`src/rtl/mips_pkg.sv`:
```
// Shared definitions for the MIPS-32 pipeline.
//   RESET_PC  - PC value after reset
//   NOP_INSTR - sll $0,$0,0, injected into IF/ID as a bubble
//   npc_sel_e - next-PC source select (SEQ, BR, JR, J)
//   INSTR_W   - instruction / address width
package mips_pkg;

   localparam int          INSTR_W   = 32;
   localparam logic [31:0] RESET_PC  = 32'h0000_0000;
   localparam logic [31:0] NOP_INSTR = 32'h0000_0000;

   typedef enum logic [1:0] {
      SEQ = 2'd0,
      BR  = 2'd1,
      JR  = 2'd2,
      J   = 2'd3
   } npc_sel_e;

   // Targets are forced onto a word boundary; no misalignment trap exists.
   function automatic logic [31:0] align_word(input logic [31:0] addr);
      return {addr[31:2], 2'b00};
   endfunction

endpackage

```
`src/rtl/next_pc_select.sv`:
```
// Combinational next-PC selection for the fetch stage.
// Inputs : pc_in, branch/jr/jump requests and their targets.
// Outputs: sel_out      - chosen source (npc_sel_e encoding)
//          next_pc_out  - aligned redirect target, or PC+4 when SEQ
//          pc_plus4_out - pc_in + 4, wrapping modulo 2^32
module next_pc_select
   import mips_pkg::*;
(
   input  logic [INSTR_W-1:0] pc_in,
   input  logic               branch_taken_in,
   input  logic [INSTR_W-1:0] branch_target_in,
   input  logic               jr_in,
   input  logic [INSTR_W-1:0] jr_target_in,
   input  logic               jump_in,
   input  logic [INSTR_W-1:0] jump_target_in,
   output logic [1:0]         sel_out,
   output logic [INSTR_W-1:0] next_pc_out,
   output logic [INSTR_W-1:0] pc_plus4_out
);

   npc_sel_e           w_sel;
   logic [INSTR_W-1:0] w_pc_plus4;

   assign w_pc_plus4 = pc_in + 32'd4;

   // The branch belongs to the older instruction in EX, so it beats the
   // JR/J decoded in ID, which is then on the wrong path.
   always_comb begin
      w_sel = SEQ;
      if (branch_taken_in)
         w_sel = BR;
      else if (jr_in)
         w_sel = JR;
      else if (jump_in)
         w_sel = J;
   end

   always_comb begin
      next_pc_out = w_pc_plus4;
      case (w_sel)
         BR:      next_pc_out = align_word(branch_target_in);
         JR:      next_pc_out = align_word(jr_target_in);
         J:       next_pc_out = align_word(jump_target_in);
         default: next_pc_out = w_pc_plus4;
      endcase
   end

   assign sel_out      = w_sel;
   assign pc_plus4_out = w_pc_plus4;

endmodule

```
`src/rtl/if_stage_fetch.sv`:
```
// Instruction-fetch stage: PC register, next-PC select and IF/ID register.
// Inputs : clk, rst (sync, active-high), stall_in, jump/jr/branch requests
//          with targets, imem_data_in (combinational read of imem_addr_out).
// Outputs: pc_out / imem_addr_out (current fetch PC), IF/ID register
//          (pc_plus4, instr, valid), redirect_out (combinational).
module if_stage_fetch
   import mips_pkg::*;
#(
   parameter logic [31:0] RESET_PC_P  = RESET_PC,
   parameter logic [31:0] NOP_INSTR_P = NOP_INSTR
) (
   input  logic        clk,
   input  logic        rst,
   input  logic        stall_in,
   input  logic        jump_in,
   input  logic [31:0] jump_target_in,
   input  logic        jr_in,
   input  logic [31:0] jr_target_in,
   input  logic        branch_taken_in,
   input  logic [31:0] branch_target_in,
   input  logic [31:0] imem_data_in,
   output logic [31:0] imem_addr_out,
   output logic [31:0] pc_out,
   output logic [31:0] if_id_pc_plus4_out,
   output logic [31:0] if_id_instr_out,
   output logic        if_id_valid_out,
   output logic        redirect_out
);

   logic [31:0] r_pc;
   logic [31:0] r_if_id_pc_plus4;
   logic [31:0] r_if_id_instr;
   logic        r_if_id_valid;

   logic [1:0]  w_sel;
   logic [31:0] w_next_pc;
   logic [31:0] w_pc_plus4;
   logic        w_redirect;

   next_pc_select u_next_pc_select (
      .pc_in            (r_pc),
      .branch_taken_in  (branch_taken_in),
      .branch_target_in (branch_target_in),
      .jr_in            (jr_in),
      .jr_target_in     (jr_target_in),
      .jump_in          (jump_in),
      .jump_target_in   (jump_target_in),
      .sel_out          (w_sel),
      .next_pc_out      (w_next_pc),
      .pc_plus4_out     (w_pc_plus4)
   );

   assign w_redirect = (w_sel != SEQ);

   // Redirect outranks stall: the instruction being held is on the wrong
   // path, so holding it would be pointless.
   always_ff @(posedge clk) begin
      if (rst) begin
         r_pc             <= RESET_PC_P;
         r_if_id_pc_plus4 <= 32'h0;
         r_if_id_instr    <= NOP_INSTR_P;
         r_if_id_valid    <= 1'b0;
      end else if (w_redirect) begin
         r_pc             <= w_next_pc;
         r_if_id_pc_plus4 <= 32'h0;
         r_if_id_instr    <= NOP_INSTR_P;
         r_if_id_valid    <= 1'b0;
      end else if (!stall_in) begin
         r_pc             <= w_next_pc;
         r_if_id_pc_plus4 <= w_pc_plus4;
         r_if_id_instr    <= imem_data_in;
         r_if_id_valid    <= 1'b1;
      end
   end

   assign pc_out             = r_pc;
   assign imem_addr_out      = r_pc;
   assign if_id_pc_plus4_out = r_if_id_pc_plus4;
   assign if_id_instr_out    = r_if_id_instr;
   assign if_id_valid_out    = r_if_id_valid;
   assign redirect_out       = w_redirect;

endmodule
```
`config.mk`:
```
export PLATFORM = sky130hd
export DESIGN_NAME = if_stage_fetch
export DESIGN_NICKNAME = d
export VERILOG_FILES = /design/src/rtl/mips_pkg.sv /design/src/rtl/next_pc_select.sv /design/src/rtl/if_stage_fetch.sv
export SDC_FILE = /design/constraint.sdc
export NUM_CORES = 1
export LEC_CHECK = 0
export BUFFER_PORTS_ARGS = -buffer_cell sky130_fd_sc_hd__buf_2
export CAP_MARGIN = 20
export CORE_MARGIN = 4
export CORE_UTILIZATION = 46
export CTS_CLUSTER_DIAMETER = 40
export DETAILED_ROUTE_END_ITERATION = 12
export PLACE_DENSITY = 0.86
export SYNTH_ARGS = -nofsm -noshare
export SYNTH_HDL_FRONTEND = slang
export SYNTH_SLANG_ARGS = --single-unit
```
`constraint.sdc`:
```
create_clock -name clk -period 2.4 [get_ports clk]
set_clock_uncertainty 0.1 [all_clocks]
set_input_delay 0.36 -clock clk [delete_from_list [all_inputs] [get_ports clk]]
set_output_delay 0.36 -clock clk [all_outputs]
set_load 0.02 [all_outputs]
```
## Word level (Yosys, flattened, before mapping)

Index checks and enable logic that the tools add are counted.

- Register bits: 97
- Bits in latches: 0
- Memory bits (writable): 0
- Bits in read-only memories: 0
- Bits of input ports: 134
- Output and inout port bits: 130
- Word-level logic and storage cells: 17
- Memories kept: 0

- $add $sub $neg: 1
- Multipliers: 0
- Divide/modulo/power cells: 0
- Magnitude comparators: 0
- Equal/unequal tests: 4
- Shift operators: 0
- Muxes and demuxes: 6
- Bitwise operators: 0
- Reductions and logical operators: 2

Operator list:

| operator | number |
|---|---|
| case mux 32 bit (3 select lines) | 1 |
| two-way mux 32 bit | 2 |
| adder 32 x 3 -> 32 bit (second input constant) | 1 |
| two-way mux 2 bit | 3 |
| == test 2 bit (second input constant) | 2 |
| == test 2 x 1 -> 1 bit (second input constant) | 1 |
| inequality test 2 x 1 -> 1 bit (second input constant) | 1 |
| nonzero test 2 bit | 1 |
| OR reduction 2 bit | 1 |

## Depth between registers and ports, before layout

- Depth in word-level cells: 7
- Depth in mapped cells: 7
- Mapped depth without buffers: 6

## Cells and area by module

Synthesis repeated with hierarchy kept, for this count alone.

- Cell total of the unflattened synthesis: 612
- Area total of the unflattened synthesis: 5372.7 µm²

By module, submodules not included:

| module | instances | cells each | area each (µm²) | sequential area each (µm²) |
|---|---|---|---|---|
| if_stage_fetch | 1 | 383 | 3975.1 | 1941.9 |
| next_pc_select | 1 | 229 | 1397.6 | 0.0 |

## Worst setup path before layout

OpenSTA, ideal clock, no wires.

- Path type: register to register
- Start: reg r_pc[2], in the netlist imem_addr_out[2]
- End: reg r_pc[18], in the netlist imem_addr_out[18]
- Setup time: 79 ps
- Arrival: 1968 ps
- Required time: 2221 ps
- Setup slack: 252 ps
- Cell stages (with the launch flop): 7
- Path buffers: 0
- Period minus slack after synthesis: 2148 ps
- Cell sequence: dfxtp_1 > ha_1 > nand3_2 > or4_4 > nor2_2 > xnor2_1 > a211oi_2

- Longest elaborated chain between the ends: 4

RTL lines:

| item | line | text |
|---|---|---|
| start: declaration | if_stage_fetch.sv:30 | `logic [31:0] r_pc;` |
| start signal: assignment | if_stage_fetch.sv:64 | `r_pc <= w_next_pc;` |
| start signal: assignment | if_stage_fetch.sv:69 | `r_pc <= w_next_pc;` |
| adder 32 x 3 -> 32 bit * | next_pc_select.sv:24 | `assign w_pc_plus4 = pc_in + 32'd4;` |
| case mux 32 bit (3 select lines) * | next_pc_select.sv:40 | `case (w_sel)` |
| two-way mux 32 bit | if_stage_fetch.sv:68 | `end else if (!stall_in) begin` |
| two-way mux 32 bit * | if_stage_fetch.sv:63 | `end else if (w_redirect) begin` |

Mark *: on every way between the ends. The rest lies on a longest branch, timed or not. The select of a mux whose other input is x is not followed.
A chain may end at the register's enable or synchronous reset.

## Worst setup path in the final report

- Start: reg r_pc[3], in the netlist imem_addr_out[3]
- End: reg r_if_id_pc_plus4[18], in the netlist if_id_pc_plus4_out[18]

- Longest elaborated chain between the ends: 1

RTL lines:

| item | line | text |
|---|---|---|
| adder 32 x 3 -> 32 bit | next_pc_select.sv:24 |  |
| end signal: assignment | if_stage_fetch.sv:70 | `r_if_id_pc_plus4 <= w_pc_plus4;` |
| end: declaration | if_stage_fetch.sv:31 | `logic [31:0] r_if_id_pc_plus4;` |

Every way passes these cells.

==> impl_results.md <==
* Worst skew pair latency at 360 ps
* Initial Util at 47.7%
* CTS Buf Count at 9
* TNS Setup at 0 ps
* DR WL/cell at 16.3 um
* CP endpoint kind: flip-flop
* CP max-delay cell: or4_4
* Via-to-Cell Ratio at 5.26
* Max-slew violations at 0
* Post-synth EDFFs at 0
* CP max stage delay at 630 ps
* Seq. cell area at between 1500 and 2000 um^2
* Hold Fails Final Rpt at 0
* Multiplexer share of the synthesized area at 7.66%
* Ys flop type: dfxtp_1
* Min Tclk post-route at approximately 2200 ps
* Metal2 WL at 7340 um
* Gpl congestion at about 0.9
* FP Rows at 37
* Worst-path fanout max at 9
* Synth cell types at 44
* Reg-to-reg endpoint: if_id_pc_plus4_out[18]
* CP Cell Sequence: ha_1, nand3_2, or4_4, xnor2_1, mux2i_1, nor2_1
* Cells after synthesis at 595
* Slew of the pin with the lowest slew margin at 568 ps
* Fill count at 933
* WS Path Type: reg -> reg
* Leakage at 0.00303 uW
* Worst R2R Start: imem_addr_out[3]
* First-pass GRT wire length at 24,200 um
* DRT iter0 DRCs at 459
* Worst VDD drop at approximately 0.26 mV
* Post-synth top area share at 37.5%
* Largest net degree at the start of global routing at 61
* PD cells at 536 nW/um^2
* Period utilisation layout at 92.9%
* Fraction of layout cells with a size suffix above 1 at between 30% and 40%
* H-tree depth at 3
* Final #Nets at 940
* Number of global-route vias before repair at 4,733
* Ant. Diodes at 0
* Async S/R FF share, synth at 0%
* Post-synth top area cell: dfxtp_1
* Num Clock Sinks at 93
* Worst-path clk slew at 100 ps
* Worst reg2reg path depth at 6
* Multi-input gate area at 2650 um^2
* Worst slew margin at between 60% and 70%
* Post-Synth XOR/XNOR Area at under 10%
* DR DRC count at 0
* Final wirelength at 15,500 um
* Tot Pwr at 3410 uW
* Die area at roughly 13,000 um^2
* Top layer in use: met4
* Hold Buf Count CTS at 0
* WL met3 at about 1200 um
* CORE AREA at 10,400 um^2
* Post-synthesis register bit count at a little over 90
* Startpoint Class: flip-flop
* Max frequency at about 450 MHz
* DR vias at 4,972
* Top cells by area, synth: dfxtp_1 37%, mux2i_1 7.7%, nor2_1 6.6%, xor2_1 5.8%, a21oi_1 5.4%
* CP bufs+invs at 0
* Syn avg cell area at 8.35 um^2
* Main combinational cell family by area after synthesis: simple AND/OR/NAND/NOR gates
* CP Depth at 6
* Mapped cell area at ~5000 um^2
* Post-Synth Adder-Cell Area at 0.252%
* R2R Setup Slk at 170 ps
* Syn. warnings at 0
* Crit path max-delay family: simple AND/OR/NAND/NOR gates
* # setup viols final at 0
* Compound-cell area share of the yosys netlist at 17.0%
* Outcome: finished, final reports clean
* Post-DRT Antenna Nets at 0
* P&R area growth vs syn at 28.2%
* Die Wd at 112 um
* Initial antenna violation count at 0
* Port bufs at 251
* Crit path launch: imem_addr_out[3]
* Simple-Gate Fraction of Synth Area at 18.0%
* Critical path endpoint: if_id_pc_plus4_out[18]
* Seq/Total Area, Yosys at 37.5%
* Arr. time, crit path at 2350 ps
* WP data required at ~2500 ps
* Drt first pass iters at 5
* HPWL Detailed at 12,200 um
* Clk root buf: clkbuf_8
* Met1 WL at 6520 um
* Clock tree from TritonCTS: built
* Grt total ovfl at 0
* I/O pin cnt at around 260
* MaxCap Viol Count at 0
* RSZ-0062 raised after global routing: no
* Hold/Removal Path Class: in -> reg
* Die Y at 112 um
* Bufs on Longest Clock Path at 2
* All-Layer GR Usage at 23.6%
[power by group]
part / total (uW) / internal (uW) / switching [uW]
logic: 687 / 286 / 402
registers: 1670 / 1590 / 75.2
clock network: 1060 / 485 / 574
[timing repair]
item | in CTS | in global routing
setup endpoints to repair | 0 | 1
gates resized for setup | 0 | 1
setup buffers | 0 | 0
hold endpoints to repair | 0 | 0
[final cells by class]
| cell class | count | share of cell area (%) |
|---|---|---|
| Inverter | 9 | 0.530 |
| Timing Repair Buffer | 274 | 22.8 |
| Clock buffer | 9 | 1.94 |
| Clock inverter | 7 | 1.20 |
| Multi-Input combinational cell | 418 | 41.6 |
| Tap cell | 136 | 2.67 |
| Sequential cell | 93 | 29.2 |
[cell usage after synthesis (all sizes together), types with 2 or more instances]
library cell  count
a211oi           27
a21oi            54
a221oi            2
and3              4
buf              52
clkbuf           28
dfxtp            93
inv               9
mux2i            38
nand2            27
nand2b            2
nand3            14
nand4            19
nor2             88
nor2b             6
nor3             12
nor4              5
o21ai             4
o21bai           18
o22ai            27
or4               2
xnor2            23
xor2             33
[sequential cells by signal, indices dropped and copies added (netlist names)]
signal and cells:
if_id_pc_plus4_out 30, imem_addr_out 30, if_id_instr_out 32, if_id_valid_out 1
[how the worst min path moves through the flow]
stage	slack, ps	startpoint	cells after the start	end
after CTS	120	imem_data_in[30]	3	if_id_instr_out[30]
after floorplan	400	imem_data_in[0]	2	if_id_instr_out[0]
after detailed placement	340	if_id_valid_out	2	if_id_valid_out
after global routing	130	imem_data_in[3]	3	if_id_instr_out[3]
after global placement	330	if_id_valid_out	2	if_id_valid_out
final	130	imem_data_in[30]	3	if_id_instr_out[30]
[cells in the final DEF, fill, tap and decap left out, drive strengths merged, types with 23 or more instances in the layout]
cell type	count
o22ai	27
xnor2	23
a211oi	27
nor2	88
nand2	27
mux2i	38
buf	274
dfxtp	93
a21oi	54
xor2	33
[stage by stage]
stage               hold WS (ps)  setup WS, ps  cell area, um^2  cells  utilization [%]
global placement             333           267             6170    930             59.2
global route                 129          80.8             6370    946             61.2
detailed placement           337           187             6170    930             59.2
CTS                          122           116             6370    946             61.1
finish                       128           171             6370    946             61.2
floorplan                    404           252             4990    600                -
[routing by layer]
| layer | GRT usage [%] | vias to the layer above |
|---|---|---|
| li1 | - | 2454 |
| met3 | 3.59 | 28 |
| met2 | 39.7 | 266 |
| met1 | 30.7 | 2224 |
| met5 | 0 | - |
| met4 | 8.68 | 0 |
[logic make-up (layout without fill, tap and decap cells)]
group / after synthesis / in the layout
AOI/OAI and AO/OA: 135 / 135
DFF: 93 / 93
xor gates and xnor gates: 56 / 56
muxes: 38 / 38
buffers and inverters: 89 / 299
other: 1 / 6
adders and majority gates: 1 / 1
and+or+nand+nor: 182 / 182
[tightest hold or removal path, stage by stage]
cell	delay, ps
buf_2	70
mux2i_1	50
nor2_1	70
Note: power is estimated with default switching activity, not from simulation.
